<file path="src/rtl/mc_cu.sv">
// mc_cu: multi-cycle control unit for an RV32I-style datapath.
// Optional feature: define CU_TIMEOUT_EN to add a TO_W-bit memory-wait
// timeout that traps when a fetch or data access is never acknowledged.
// Handshake: a request (imem_req/dmem_req) stays high from the start of its
// state until the matching ack is sampled high on a rising clk edge; an ack
// seen while its request is low has no effect.
module mc_cu #(
  parameter int AOP_W = 4,
  parameter int TO_W  = 8
) (
  input  logic             clk,
  input  logic             rst,
  input  logic [6:0]       opcode_i_cu,
  input  logic [2:0]       func3_i_cu,
  input  logic [6:0]       func7_i_cu,
  input  logic             jb_i_cu,
  input  logic             imem_ack_i_cu,
  input  logic             dmem_ack_i_cu,
  output logic             imem_req_o_cu,
  output logic             dmem_req_o_cu,
  output logic             dmem_wr_o_cu,
  output logic [AOP_W-1:0] aluop_o_cu,
  output logic [1:0]       opsel_o_cu,
  output logic [2:0]       immsel_o_cu,
  output logic             re1_o_cu,
  output logic             re2_o_cu,
  output logic             we_o_cu,
  output logic             pcsel_o_cu,
  output logic             pc_we_o_cu,
  output logic             ir_we_o_cu,
  output logic             halt_o_cu,
  output logic             illegal_o_cu,
  output logic             timeout_o_cu,
  output logic [2:0]       state_o_cu
);

  if (AOP_W < 4 || TO_W < 1) begin : g_param_chk
    $error("mc_cu: AOP_W must be >= 4 and TO_W >= 1");
  end

  typedef enum logic [2:0] {
    S_IF = 3'd0, S_ID = 3'd1, S_EX = 3'd2, S_MEM = 3'd3,
    S_WB = 3'd4, S_HALT = 3'd5, S_TRAP = 3'd6
  } state_t;

  state_t           state_q, state_d;
  logic [6:0]       opc_q, opc_d, f7_q, f7_d;
  logic [2:0]       f3_q, f3_d;
  logic             imem_req_q, imem_req_d, dmem_req_q, dmem_req_d;
  logic             dmem_wr_q, dmem_wr_d, re1_q, re1_d, re2_q, re2_d;
  logic             we_q, we_d, pc_we_q, pc_we_d, pcsel_q, pcsel_d;
  logic             halt_q, halt_d, illegal_q, illegal_d;
  logic [AOP_W-1:0] aluop_q, aluop_d;
  logic [1:0]       opsel_q, opsel_d;
  logic [2:0]       immsel_q, immsel_d;

  logic       dec_legal, dec_halt, dec_re1, dec_re2, dec_mem, dec_store;
  logic       dec_wb, dec_jump, dec_branch, ex_pcsel, ir_load, to_fire;
  logic [3:0] dec_alu;
  logic [1:0] dec_opsel;
  logic [2:0] dec_imm;

  // Instruction fields are captured on the fetch ack edge, so decode looks
  // at the value the IR will hold from the next cycle on.
  assign ir_load = imem_req_q & imem_ack_i_cu;
  assign opc_d   = ir_load ? opcode_i_cu : opc_q;
  assign f3_d    = ir_load ? func3_i_cu  : f3_q;
  assign f7_d    = ir_load ? func7_i_cu  : f7_q;

  // Decode the (next) IR contents into the internal control word.
  always_comb begin
    dec_legal = 1'b1; dec_halt = 1'b0; dec_re1 = 1'b0; dec_re2 = 1'b0;
    dec_mem = 1'b0; dec_store = 1'b0; dec_wb = 1'b0; dec_jump = 1'b0;
    dec_branch = 1'b0; dec_alu = 4'd0; dec_opsel = 2'b00; dec_imm = 3'd0;
    case (opc_d)
      7'b0010011, 7'b0110011: begin
        dec_re1 = 1'b1;
        dec_wb  = 1'b1;
        case (f3_d)
          3'b000:  dec_alu = (opc_d[5] && f7_d[5]) ? 4'd1 : 4'd0;
          3'b001:  dec_alu = 4'd7;
          3'b010:  dec_alu = 4'd5;
          3'b011:  dec_alu = 4'd6;
          3'b100:  dec_alu = 4'd4;
          3'b101:  dec_alu = f7_d[5] ? 4'd9 : 4'd8;
          3'b110:  dec_alu = 4'd3;
          default: dec_alu = 4'd2;
        endcase
        if (opc_d[5]) begin
          dec_re2   = 1'b1;
          dec_opsel = 2'b01;
          dec_legal = (f7_d == 7'h00) ||
                      (f7_d == 7'h20 && (f3_d == 3'b000 || f3_d == 3'b101));
        end else if (f3_d == 3'b001) begin
          dec_legal = (f7_d == 7'h00);
        end else if (f3_d == 3'b101) begin
          dec_legal = (f7_d == 7'h00) || (f7_d == 7'h20);
        end
      end
      7'b0110111: begin dec_alu = 4'd10; dec_imm = 3'd3; dec_wb = 1'b1; end
      7'b0010111: begin dec_opsel = 2'b10; dec_imm = 3'd3; dec_wb = 1'b1; end
      7'b1101111: begin
        dec_opsel = 2'b11; dec_imm = 3'd4; dec_wb = 1'b1; dec_jump = 1'b1;
      end
      7'b1100111: begin
        dec_re1 = 1'b1; dec_opsel = 2'b11; dec_wb = 1'b1; dec_jump = 1'b1;
        dec_legal = (f3_d == 3'b000);
      end
      7'b1100011: begin
        dec_re1 = 1'b1; dec_re2 = 1'b1; dec_opsel = 2'b10; dec_imm = 3'd2;
        dec_branch = 1'b1;
        dec_legal  = (f3_d != 3'b010) && (f3_d != 3'b011);
      end
      7'b0000011: begin
        dec_re1 = 1'b1; dec_mem = 1'b1; dec_wb = 1'b1;
        dec_legal = (f3_d != 3'b011) && (f3_d[2:1] != 2'b11);
      end
      7'b0100011: begin
        dec_re1 = 1'b1; dec_re2 = 1'b1; dec_imm = 3'd1; dec_mem = 1'b1;
        dec_store = 1'b1;
        dec_legal = (f3_d[2] == 1'b0) && (f3_d != 3'b011);
      end
      7'b1110011: begin dec_legal = 1'b0; dec_halt = (f3_d == 3'b000); end
      default:    dec_legal = 1'b0;
    endcase
  end

  // The PC mux follows the live branch compare in EX; WB replays that value.
  assign ex_pcsel = dec_jump | (dec_branch & jb_i_cu);

  // Next state plus registered outputs computed from the state being entered.
  always_comb begin
    state_d = state_q;
    case (state_q)
      S_IF:    if (ir_load) state_d = S_ID;
      S_ID:    state_d = dec_halt ? S_HALT : (dec_legal ? S_EX : S_TRAP);
      S_EX:    state_d = dec_mem ? S_MEM : S_WB;
      S_MEM:   if (dmem_req_q && dmem_ack_i_cu) state_d = S_WB;
      S_WB:    state_d = S_IF;
      S_HALT:  state_d = S_HALT;
      S_TRAP:  state_d = S_TRAP;
      default: state_d = S_TRAP;
    endcase
    if (to_fire) state_d = S_TRAP;

    imem_req_d = (state_d == S_IF);
    re1_d      = (state_d == S_ID) && dec_legal && dec_re1;
    re2_d      = (state_d == S_ID) && dec_legal && dec_re2;
    aluop_d    = (state_d == S_EX) ? AOP_W'(dec_alu) : '0;
    opsel_d    = (state_d == S_EX) ? dec_opsel : 2'b00;
    immsel_d   = (state_d == S_EX) ? dec_imm : 3'd0;
    dmem_req_d = (state_d == S_MEM);
    dmem_wr_d  = (state_d == S_MEM) && dec_store;
    we_d       = (state_d == S_WB) && dec_wb;
    pc_we_d    = (state_d == S_WB);
    pcsel_d    = (state_d == S_WB) && ((state_q == S_EX) ? ex_pcsel : pcsel_q);
    halt_d     = (state_d == S_HALT);
    illegal_d  = (state_d == S_TRAP);
  end

  // Single state/output register bank; reset clears everything at once.
  always_ff @(posedge clk or negedge rst) begin
    if (!rst) begin
      state_q <= S_IF; opc_q <= '0; f3_q <= '0; f7_q <= '0;
      imem_req_q <= 1'b0; dmem_req_q <= 1'b0; dmem_wr_q <= 1'b0;
      re1_q <= 1'b0; re2_q <= 1'b0; we_q <= 1'b0; pc_we_q <= 1'b0;
      pcsel_q <= 1'b0; halt_q <= 1'b0; illegal_q <= 1'b0;
      aluop_q <= '0; opsel_q <= '0; immsel_q <= '0;
    end else begin
      state_q <= state_d; opc_q <= opc_d; f3_q <= f3_d; f7_q <= f7_d;
      imem_req_q <= imem_req_d; dmem_req_q <= dmem_req_d; dmem_wr_q <= dmem_wr_d;
      re1_q <= re1_d; re2_q <= re2_d; we_q <= we_d; pc_we_q <= pc_we_d;
      pcsel_q <= pcsel_d; halt_q <= halt_d; illegal_q <= illegal_d;
      aluop_q <= aluop_d; opsel_q <= opsel_d; immsel_q <= immsel_d;
    end
  end

`ifdef CU_TIMEOUT_EN
  localparam logic [TO_W-1:0] TO_LAST = {TO_W{1'b1}} - 1'b1;
  logic [TO_W-1:0] to_cnt_q, to_cnt_d;
  logic            timeout_q, timeout_d, waiting;

  // A waiting cycle is a request-high cycle with no ack; the count reaching
  // all-ones on such a cycle forces TRAP.
  assign waiting = (state_q == S_IF  && imem_req_q && !imem_ack_i_cu) ||
                   (state_q == S_MEM && dmem_req_q && !dmem_ack_i_cu);
  assign to_fire = waiting && (to_cnt_q == TO_LAST);

  // Counter restarts on every entry into a waiting state.
  always_comb begin
    to_cnt_d  = to_cnt_q;
    timeout_d = timeout_q | to_fire;
    if (state_d != state_q && (state_d == S_IF || state_d == S_MEM)) to_cnt_d = '0;
    else if (waiting) to_cnt_d = to_cnt_q + 1'b1;
  end

  // Timeout counter and sticky flag.
  always_ff @(posedge clk or negedge rst) begin
    if (!rst) begin
      to_cnt_q  <= '0;
      timeout_q <= 1'b0;
    end else begin
      to_cnt_q  <= to_cnt_d;
      timeout_q <= timeout_d;
    end
  end
  assign timeout_o_cu = timeout_q;
`else
  assign to_fire      = 1'b0;
  assign timeout_o_cu = 1'b0;
`endif

  assign state_o_cu    = state_q;
  assign imem_req_o_cu = imem_req_q;
  assign dmem_req_o_cu = dmem_req_q;
  assign dmem_wr_o_cu  = dmem_wr_q;
  assign aluop_o_cu    = aluop_q;
  assign opsel_o_cu    = opsel_q;
  assign immsel_o_cu   = immsel_q;
  assign re1_o_cu      = re1_q;
  assign re2_o_cu      = re2_q;
  assign we_o_cu       = we_q;
  assign pc_we_o_cu    = pc_we_q;
  assign pcsel_o_cu    = (state_q == S_EX) ? ex_pcsel : pcsel_q;
  assign ir_we_o_cu    = ir_load;
  assign halt_o_cu     = halt_q;
  assign illegal_o_cu  = illegal_q;

endmodule

</file>
<file path="config.mk">
export PLATFORM = sky130hd
export DESIGN_NAME = mc_cu
export DESIGN_NICKNAME = d
export VERILOG_FILES = /design/src/rtl/mc_cu.sv
export SDC_FILE = /design/constraint.sdc
export NUM_CORES = 1
export LEC_CHECK = 0
export ABC_AREA = 1
export BUFFER_PORTS_ARGS = -buffer_cell sky130_fd_sc_hd__buf_2
export CAP_MARGIN = 15
export CORE_UTILIZATION = 40
export CTS_CLUSTER_SIZE = 12
export DETAILED_ROUTE_END_ITERATION = 6
export PLACE_DENSITY = 0.57
export SETUP_SLACK_MARGIN = 0.15
export SYNTH_ARGS = -nofsm -noshare
export SYNTH_HDL_FRONTEND = slang
export SYNTH_SLANG_ARGS = --single-unit
</file>
<file path="constraint.sdc">
create_clock -name clk -period 2.68 [get_ports clk]
set_input_delay 0.268 -clock clk [delete_from_list [all_inputs] [get_ports clk]]
set_output_delay 0.268 -clock clk [all_outputs]
set_load 0.02 [all_outputs]
</file>
==> summary.md, run 1 <==
| Metric | Value |
|---|---|
| Flip-flop and latch count after synthesis | 39 |
| Gate count of the mapped netlist | around 280 |
| Count of buffers inserted at the top-level ports | between 40 and 50 |
| Max Cap Viol | 0 |
| Maximum fanout count along the critical path | 17 |
| Number of enable flip-flop cells after synthesis | 0 |
| Pin count of the biggest net entering global routing | 40 |
| Ys async rst share | 1.00 |
| Kind of end point of the critical path | output port |
| Core region area | ~0.0055 mm^2 |
| Share of Yosys cell area claimed by the top area cell type | 0.430 |
| # clock sinks | 39 |
| CP Launch Type | flop |
| Number of slew-limit violations in the final report | 0 |
| Clock latency reported for the late side of the worst-skew pair | a little under 0.3 ns |
| Dominant cells by area after synthesis | sky130_fd_sc_hd__dfrtp_1, sky130_fd_sc_hd__nand2_1, sky130_fd_sc_hd__nand3_1 |
| Setup violations, final | 0 |
| Mean area per synthesized cell | roughly 8 um^2 |
| Via total after detailed routing | approximately 1800 |
| Headroom to the max-slew limit | 0.427 |
| Placement Setup Slack | between 0.4 and 0.5 ns |
| Final critical path time including I/O delays and setup | 2.38 ns |
| Share of cells above drive strength 1 | 0.322 |
| Required time at the worst-slack endpoint | 2.41 ns |
| Global placer's final weighted congestion | 0.773 |
| Fin worst setup slack | a little over 0.3 ns |
| Total negative slack for setup checks | 0 ns |
| I/O pin total | between 40 and 50 |
| Number of standard-cell rows in the floorplan | 27 |
| TritonCTS Buffers | 5 |
| HPWL Detailed | 3470 um |
| Fmax | between 0.4 and 0.5 GHz |
| Cell type with the largest total area after synthesis | sky130_fd_sc_hd__dfrtp_1 |
| Antenna violations before repair | 0 |
| Final Hold Viols | 0 |
| Tot GR Track Use | 0.181 |
| Slew at the pin closest to its max-slew limit | 0.859 ns |
| Data arrival, critical path | about 2.1 ns |
| Standby leakage power | between 1 and 1.5 nW |
| Tightest hold margin | 0.0774 ns |
| Initial Utilization | 0.415 |
| CP Class | flop to output port |
| Area added between synthesis and finish | 18.1% |
| Clock skew after layout | about 0.0089 ns |
| Synthesized Nets | 301 |
| Total power density per cell area | roughly 1000 mW/mm^2 |
| Pre-Repair DR Iteration Count | 6 |
| Area of the die | 0.00598 mm^2 |
| Unrepaired setup endpoints after global routing | no |
| 1st-iter DRT viols | 71 |
| Final total power | 2.77 mW |
| Final core area utilization | 0.490 |
| Post-route clock period utilization | 0.887 |
| Most common flop cell mapped by yosys | sky130_fd_sc_hd__dfrtp_1 |
| Final net count | approximately 350 |
| Sum of routed wire length over all layers | 4770 um |
| Peak ir drop on the vdd network | approximately 0.00045 V |
| Average wire per cell in the routed design | roughly 12 um |
| Clock transition time at the flip-flop clock pins of the worst setup and hold paths | 0.08 ns |
| Fill count | ~570 |
| Number of global-route vias before repair | ~1800 |
| Outcome | completed |
| Buffers from clock root to sink, at most | 2 |
| Leading cell type by number of instances after synthesis | sky130_fd_sc_hd__nand2_1 |
| Overall die width | between 70 and 80 um |
| Post-route DRC violation count | 0 |
| Total inserted antenna cells | 0 |
| Ys Warns | 0 |
| Vertical die dimension | slightly below 80 um |
| Clock tree from TritonCTS | yes |
| Post-Syn Area | roughly 0.0023 mm^2 |
| Gr ovfl total | 0 |
| Class of the tightest hold or removal check | input pin to async pin |
| Number of H-tree levels | 2 |
| Average via count per standard cell | between 4 and 5 |
| First-pass GRT wire length | approximately 8400 um |
| Most common library cells after synthesis | sky130_fd_sc_hd__nand2_1, sky130_fd_sc_hd__dfrtp_1, sky130_fd_sc_hd__inv_1 |
| Netlist cell types | 32 |
| Root cell of the clock tree | sky130_fd_sc_hd__clkbuf_8 |
| Proportion of synthesized chip area in sequential cells | 0.430 |
| Number of nets still failing antenna checks after routing | 0 |
## power by group
group | leakage, nW | internal (mW) | switching [mW]
Combinational | 0.894 | 0.433 | 0.900
Clock | 0.0644 | 0.371 | 0.216
Sequential | 0.509 | 0.753 | 0.0997
Total | 1.47 | 1.56 | 1.22
## cell usage in the layout (no fill, tap or decap), drive strengths merged, types with 2 or more instances in the layout
cell type,n
bufinv,2
nand2,98
nand4,2
nor2,43
nor3,3
dfrtp,39
o211ai,2
a21boi,2
inv,36
nand3,33
clkbuf,5
buf,46
o21ai,9
## through the flow
step / instances / cell area (um^2)
global placement: 388 / 2500
CTS: 396 / 2640
detailed placement: 388 / 2500
finish: 398 / 2680
global route: 398 / 2680
floorplan: 279 / 2270
## worst paths after layout
check                                   startpoint                       to  slack (ns)  cells past startpoint
min reg2reg                      f7_q[6]$_DFF_PN0_        f7_q[6]$_DFF_PN0_        0.47                      2
max in group asynchronous                      rst  imem_req_o_cu$_DFF_PN0_        2.01                      1
min in group clk                     func7_i_cu[2]        f7_q[2]$_DFF_PN0_        0.21                      3
max                        imem_req_o_cu$_DFF_PN0_               pcsel_o_cu        0.30                     12
max reg2reg                imem_req_o_cu$_DFF_PN0_  aluop_o_cu[2]$_DFF_PN0_        0.67                     11
min                                            rst        f7_q[4]$_DFF_PN0_        0.08                      1
## repair_timing
item,in CTS,in global routing
endpoints found under the setup margin,0,1
setup buffers,0,1
hold buffers,0,0
resized for setup,0,6
## layer usage
| metal | up-vias | share of wire | global-route usage |
|---|---|---|---|
| li1 | 960 | - | - |
| met1 | 840 | 0.47 | 0.244 |
| met5 | - | 0 | 0 |
| met4 | 0 | 0.019 | 0.0642 |
| met2 | 38 | 0.47 | 0.288 |
| met3 | 7 | 0.037 | 0.0388 |
## cell families (layout without fill, tap and decap cells)
family,after synthesis,in the layout,share of synthesized area
flip-flops,39,39,0.430
AND/OR/NAND/NOR,178,179,0.417
buffers and inverters,44,90,0.0992
AO/OA/AOI/OAI,17,17,0.0523
other,1,1,0.00165
## state kept, by name (all words and copies together), names as in the netlist
signal / flops
aluop_o_cu: 4
dmem_req_o_cu: 1
dmem_wr_o_cu: 1
f3_q: 3
f7_q: 7
halt_o_cu: 1
illegal_o_cu: 1
imem_req_o_cu: 1
immsel_o_cu: 3
opc_q: 7
opsel_o_cu: 2
pc_we_o_cu: 1
pcsel_q: 1
re1_o_cu: 1
re2_o_cu: 1
state_o_cu: 3
we_o_cu: 1
## area by class of cell
| type | instances | area, um^2 | area share |
|---|---|---|---|
| clock inverter | 3 | 67.6 | 0.0252 |
| sequential | 39 | 977 | 0.364 |
| timing repair buffer | 46 | 248 | 0.0924 |
| tap | 72 | 90.1 | 0.0336 |
| inverter | 36 | 138 | 0.0513 |
| multi-input combinational | 197 | 1090 | 0.407 |
| clock buffer | 5 | 68.8 | 0.0257 |
## worst max-delay path: stages, from the launching register on
cell                      delay (ns)
sky130_fd_sc_hd__dfrtp_2        0.46
sky130_fd_sc_hd__buf_12         0.17
sky130_fd_sc_hd__nand3_1        0.12
sky130_fd_sc_hd__nand2_4        0.13
sky130_fd_sc_hd__nand2_8        0.08
sky130_fd_sc_hd__nor2_8         0.15
sky130_fd_sc_hd__nand2_1        0.12
sky130_fd_sc_hd__nor2_2         0.14
sky130_fd_sc_hd__nand2_1        0.06
sky130_fd_sc_hd__nand3_1        0.06
sky130_fd_sc_hd__o21ai_0        0.11
sky130_fd_sc_hd__inv_1          0.07
sky130_fd_sc_hd__buf_2          0.15
(Power assumes the default switching activity.)
==> run 2, diff against run 1 <==
- CAP_MARGIN: 15 -> not set
- MAX_ROUTING_LAYER: not set -> met4
==> summary.md, run 2 (synthesized netlist as in run 1, its figures left out) <==
| Metric | Value |
|---|---|
| Outcome | completed |
| Vertical die dimension | 77.3 um (unchanged) |
| Slack of the worst reg-to-reg path | 0.67 ns (about the same) |
| 1st-iter DRT viols | 64 (-9.9%) |
| Gr ovfl total | 0 (unchanged) |
| Final Hold Viols | 0 (unchanged) |
| Sum of routed wire length over all layers | 4760 um (-0.19%) |
| Share of cells above drive strength 1 | 0.322 (unchanged) |
| Headroom to the max-slew limit | 0.429 (+0.00150) |
| Peak ir drop on the vdd network | 0.000452 V (+0.24%) |
| Total inserted antenna cells | 0 (unchanged) |
| Standby leakage power | 1.47 nW (unchanged) |
| Startpoint of the worst register-to-register path | imem_req_o_cu$_DFF_PN0_ |
| Initial Utilization | 0.415 (unchanged) |
| Final net count | 347 (unchanged) |
| Critical path's largest stage delay | 0.46 ns (about the same) |
| Fill count | 573 (unchanged) |
| Final core area utilization | 0.490 (unchanged) |
| Tot GR Track Use | 0.187 (+0.00571) |
| Inst Count DP | 388 (unchanged) |
| Placed inst area | 0.00250 mm^2 (unchanged) |
| Unrepaired setup endpoints after global routing | no |
| Setup violations, final | 0 (unchanged) |
| Root cell of the clock tree | sky130_fd_sc_hd__clkbuf_8 |
| I/O pin total | 46 (unchanged) |
| Fmax | 0.421 GHz (about the same) |
| Final critical path time including I/O delays and setup | 2.38 ns (-0.00121 ns) |
| Worst path cell trace | buf_12, nand3_1, nand2_4, nand2_8, nor2_8, nand2_1, nor2_2, nand2_1, nand3_1, o21ai_0, inv_1, buf_2 |
| Overall die width | 77.3 um (unchanged) |
| # clock sinks | 39 (unchanged) |
| Pre-Repair DR Iteration Count | 6 (unchanged) |
| Number of global-route vias before repair | 1828 (-0.055%) |
| Post-route DRC violation count | 0 (unchanged) |
| Slew at the pin closest to its max-slew limit | 0.857 ns (-0.00226 ns) |
| Class of the tightest hold or removal check | input pin to async pin |
| Number of slew-limit violations in the final report | 0 (unchanged) |
| Final instance count without filler cells | 398 (unchanged) |
| Clock skew after layout | 0.00855 ns (-0.000388 ns) |
| Commonest non-fill, non-tap cells in the layout | sky130_fd_sc_hd__nand2_1, sky130_fd_sc_hd__buf_2, sky130_fd_sc_hd__dfrtp_1 |
| HPWL Detailed | 3470 um (unchanged) |
| Required time at the worst-slack endpoint | 2.41 ns (about the same) |
| Area added between synthesis and finish | 18.1% (unchanged) |
| Pin count of the biggest net entering global routing | 40 (unchanged) |
| TritonCTS Buffers | 5 (unchanged) |
| Area of the die | 0.00598 mm^2 (unchanged) |
| Clock tree from TritonCTS | yes |
| Data arrival, critical path | 2.11 ns (about the same) |
| Buffers from clock root to sink, at most | 2 (unchanged) |
| Slowest CP cell | sky130_fd_sc_hd__dfrtp_2 |
| Via total after detailed routing | 1844 (-0.054%) |
| Number of standard-cell rows in the floorplan | 27 (unchanged) |
| Final total power | 2.77 mW (-0.12%) |
| Kind of end point of the critical path | output port |
| Tightest hold margin | 0.0688 ns (-0.00854 ns) |
| First-pass GRT wire length | 8380 um (unchanged) |
| Total power density per cell area | 1030 mW/mm^2 (-0.12%) |
| Number of nets still failing antenna checks after routing | 0 (unchanged) |
| Design area | 0.00268 mm^2 (unchanged) |
| Count of buffers inserted at the top-level ports | 44 (unchanged) |
| CP Launch Type | flop |
| Maximum fanout count along the critical path | 17 (unchanged) |
| Hold buffer count at cts | 0 (unchanged) |
| Clock transition time at the flip-flop clock pins of the worst setup and hold paths | 0.08 ns (about the same) |
| Core region area | 0.00547 mm^2 (unchanged) |
| Max Cap Viol | 0 (unchanged) |
| Number of H-tree levels | 2 (unchanged) |
| Worst r2r path cells | 11 (unchanged) |
| Total negative slack for setup checks | 0 ns (unchanged) |
| Leading cell type in the layout, fill and taps excluded | sky130_fd_sc_hd__nand2_1 |
| Antenna violations before repair | 0 (unchanged) |
| CP Class | flop to output port |
| Global placer's final weighted congestion | 0.784 (+1.4%) |
| Post-route clock period utilization | 0.887 (about the same) |
| Average wire per cell in the routed design | 12.0 um (-0.19%) |
| Clock latency reported for the late side of the worst-skew pair | 0.29 ns (about the same) |
| R2r endpoint | aluop_o_cu[2]$_DFF_PN0_ |
| Placement Setup Slack | 0.440 ns (unchanged) |
| Average via count per standard cell | 4.63 (about the same) |
| Fin worst setup slack | 0.303 ns (+0.00121 ns) |
==> run 2: cell counts in the layout (fill, tap and decap cells not counted) <==
No cell type changed its count.
==> run 2: routing by layer <==
layer	track usage	routed length, um
met5	-	0
met1	0.246	2260
met4	0.0642	102
met2	0.287	2210
met3	0.0388	182
==> run 2: how the worst max path moves through the flow <==
stage                 endpoint  slack [ns]                    start
detailed placement  pcsel_o_cu        0.44            imem_ack_i_cu
floorplan           pcsel_o_cu        0.71  imem_req_o_cu$_DFF_PN0_
finish              pcsel_o_cu        0.30  imem_req_o_cu$_DFF_PN0_
CTS                 pcsel_o_cu        0.23  imem_req_o_cu$_DFF_PN0_
global placement    pcsel_o_cu        0.43            imem_ack_i_cu
global route        pcsel_o_cu        0.13  imem_req_o_cu$_DFF_PN0_
==> run 2: area by class of cell <==
class	count	area [um^2]	share of cell area
inverter	36	138	0.0513
tap	72	90.1	0.0336
clock inverter	3	67.6	0.0252
sequential	39	977	0.364
timing repair buffer	46	248	0.0924
clock buffer	5	68.8	0.0257
multi-input combinational	197	1090	0.407
==> run 2: critical path: cells and delay by family, from the launching register on <==
family	cells	cell delay (ns)
AO/OA/AOI/OAI	1	0.11
flip-flops	1	0.46
AND/OR/NAND/NOR	8	0.86
buffers and inverters	3	0.39
==> run 2: power by group <==
part / switching (mW) / internal (mW)
sequential: 0.100 / 0.753
clock: 0.214 / 0.371
combinational: 0.898 / 0.433
total: 1.21 / 1.56
==> run 2: repair_timing <==
action | in CTS | in global routing
setup endpoints to repair | 0 | 1
endpoints found under the hold margin | 0 | 0
buffers inserted | 0 | 1
gates resized for setup | 0 | 6
==> run 3, diff against run 2 <==
- RECOVER_POWER: not set -> 50
==> summary.md, run 3 (synthesized netlist as in run 1, its figures left out) <==
| Metric | Value |
|---|---|
| Number of slew-limit violations in the final report | 40 (+40) |
| Root cell of the clock tree | sky130_fd_sc_hd__clkbuf_8 |
| Placement Setup Slack | 0.440 ns (unchanged) |
| Overall die width | 77.3 um (unchanged) |
| Post-route DRC violation count | 0 (unchanged) |
| Gr ovfl total | 0 (unchanged) |
| Tot GR Track Use | 0.187 (unchanged) |
| Headroom to the max-slew limit | -0.364 (-0.793) |
| Placed inst area | 0.00250 mm^2 (unchanged) |
| Initial Utilization | 0.415 (unchanged) |
| First-pass GRT wire length | 8380 um (unchanged) |
| I/O pin total | 46 (unchanged) |
| Standby leakage power | 1.45 nW (-1.0%) |
| Core region area | 0.00547 mm^2 (unchanged) |
| Buffers from clock root to sink, at most | 2 (unchanged) |
| Average via count per standard cell | 4.64 (about the same) |
| Number of standard-cell rows in the floorplan | 27 (unchanged) |
| Class of the tightest hold or removal check | input pin to flop |
| TritonCTS Buffers | 5 (unchanged) |
| Critical path's largest stage delay | 0.46 ns (about the same) |
| Leading cell type in the layout, fill and taps excluded | sky130_fd_sc_hd__nand2_1 |
| Pin count of the biggest net entering global routing | 40 (unchanged) |
| # clock sinks | 39 (unchanged) |
| Vertical die dimension | 77.3 um (unchanged) |
| Area of the die | 0.00598 mm^2 (unchanged) |
| Commonest non-fill, non-tap cells in the layout | sky130_fd_sc_hd__nand2_1, sky130_fd_sc_hd__buf_2, sky130_fd_sc_hd__dfrtp_1 |
| Via total after detailed routing | 1845 (+0.054%) |
| Slowest CP cell | sky130_fd_sc_hd__dfrtp_2 |
| Global placer's final weighted congestion | 0.784 (unchanged) |
| Data arrival, critical path | 2.11 ns (about the same) |
| Clock latency reported for the late side of the worst-skew pair | 0.29 ns (about the same) |
| Total power density per cell area | 1030 mW/mm^2 (about the same) |
| Number of global-route vias before repair | 1828 (unchanged) |
| Area added between synthesis and finish | 17.0% |
| Final net count | 347 (unchanged) |
| Fmax | 0.421 GHz (+0.12%) |
| Maximum fanout count along the critical path | 17 (unchanged) |
| Failing checks | max-capacitance violations, max-slew violations |
| Design area | 0.00266 mm^2 (-0.93%) |
| Average wire per cell in the routed design | 12.0 um (+0.23%) |
| Fin worst setup slack | 0.306 ns (+0.00291 ns) |
| Post-route clock period utilization | 0.886 (-0.00109) |
| Final critical path time including I/O delays and setup | 2.37 ns (-0.00291 ns) |
| Outcome | complete, but fails checks |
| Max Cap Viol | 1 (+1) |
| CP Class | flop to output port |
| Sum of routed wire length over all layers | 4770 um (+0.23%) |
| Antenna violations before repair | 0 (unchanged) |
| Pre-Repair DR Iteration Count | 6 (unchanged) |
| Share of cells above drive strength 1 | 0.307 (-0.0153) |
| Number of H-tree levels | 2 (unchanged) |
| Unrepaired setup endpoints after global routing | no |
| HPWL Detailed | 3470 um (unchanged) |
| Tightest hold margin | 0.208 ns (+0.139 ns) |
| Final Hold Viols | 0 (unchanged) |
| Worst path cell trace | buf_12, nand3_1, nand2_4, nand2_8, nor2_8, nand2_1, nor2_2, nand2_1, nand3_1, o21ai_0, inv_1, buf_2 |
| Total inserted antenna cells | 0 (unchanged) |
| Peak ir drop on the vdd network | 0.000451 V (-0.15%) |
| Slew at the pin closest to its max-slew limit | 2.05 ns (+1.19 ns) |
| CP Launch Type | flop |
| Kind of end point of the critical path | output port |
| Fill count | 579 (+1.0%) |
| 1st-iter DRT viols | 72 (+13%) |
| Clock transition time at the flip-flop clock pins of the worst setup and hold paths | 0.08 ns (about the same) |
| Setup violations, final | 0 (unchanged) |
| Clock skew after layout | 0.00876 ns (+0.000210 ns) |
| Required time at the worst-slack endpoint | 2.41 ns (about the same) |
| Clock tree from TritonCTS | yes |
| Count of buffers inserted at the top-level ports | 44 (unchanged) |
| Total negative slack for setup checks | 0 ns (unchanged) |
| Number of nets still failing antenna checks after routing | 0 (unchanged) |
[run 3: changes by cell type in the layout (fill, tap and decap cells not counted)]
cell	delta
sky130_fd_sc_hd__clkbuf_4	+1
sky130_fd_sc_hd__nand2_1	+3
sky130_fd_sc_hd__clkbuf_1	+2
sky130_fd_sc_hd__nand2_4	-3
sky130_fd_sc_hd__buf_2	-2
sky130_fd_sc_hd__buf_4	-1
[run 3: worst paths after layout]
kind	cells after the start	from	end	slack, ns
setup / recovery	12	imem_req_o_cu$_DFF_PN0_	pcsel_o_cu	0.31
hold / removal	3	func7_i_cu[2]	f7_q[2]$_DFF_PN0_	0.21
setup reg to reg	11	imem_req_o_cu$_DFF_PN0_	aluop_o_cu[2]$_DFF_PN0_	0.38
hold reg to reg	2	f7_q[6]$_DFF_PN0_	f7_q[6]$_DFF_PN0_	0.47
max in group asynchronous	1	rst	imem_req_o_cu$_DFF_PN0_	0.80
min in group asynchronous	1	rst	f7_q[4]$_DFF_PN0_	0.54
[run 3: layout make-up]
cell class	count	area [um^2]	share of cell area
Sequential cell	39	977	0.368
Multi-Input combinational cell	197	1070	0.403
Timing Repair Buffer	46	245	0.0923
Clock buffer	5	68.8	0.0259
Clock inverter	3	67.6	0.0254
Tap cell	72	90.1	0.0339
Inverter	36	138	0.0518
[run 3: worst max-delay path, delay by kind of cell, from the launching register on]
family                 cells  cell delay, ns
AOI/OAI and AO/OA          1            0.11
and+or+nand+nor            8            0.85
DFF                        1            0.46
buffers and inverters      3            0.39
[run 3: where the power goes]
part / internal (mW) / switching [mW]
Combinational: 0.421 / 0.885
Clock: 0.371 / 0.216
Sequential: 0.753 / 0.0997
[run 3: routing by layer]
layer | track usage | share of wire | vias to the layer above
met2 | 0.287 | 0.47 | 45
met3 | 0.0388 | 0.041 | 9
met4 | 0.0642 | 0.021 | 0
met5 | - | 0 | -
met1 | 0.246 | 0.47 | 832
li1 | - | - | 959
[run 3: per-stage QoR]
stage                      util  instances  power (mW)
final                     0.485        398        2.75
after CTS                 0.482        396        2.73
after detailed placement  0.457        388        2.14
after global placement    0.457        388        2.14
after floorplan               -        279        1.92
after global routing      0.485        398        2.98
[run 3: what timing repair did]
| item | in CTS | in global routing |
|---|---|---|
| hold buffers | 0 | 0 |
| hold endpoints to repair | 0 | 0 |
| endpoints found under the setup margin | 0 | 1 |
| buffers inserted | 0 | 1 |
| resized for setup | 0 | 6 |
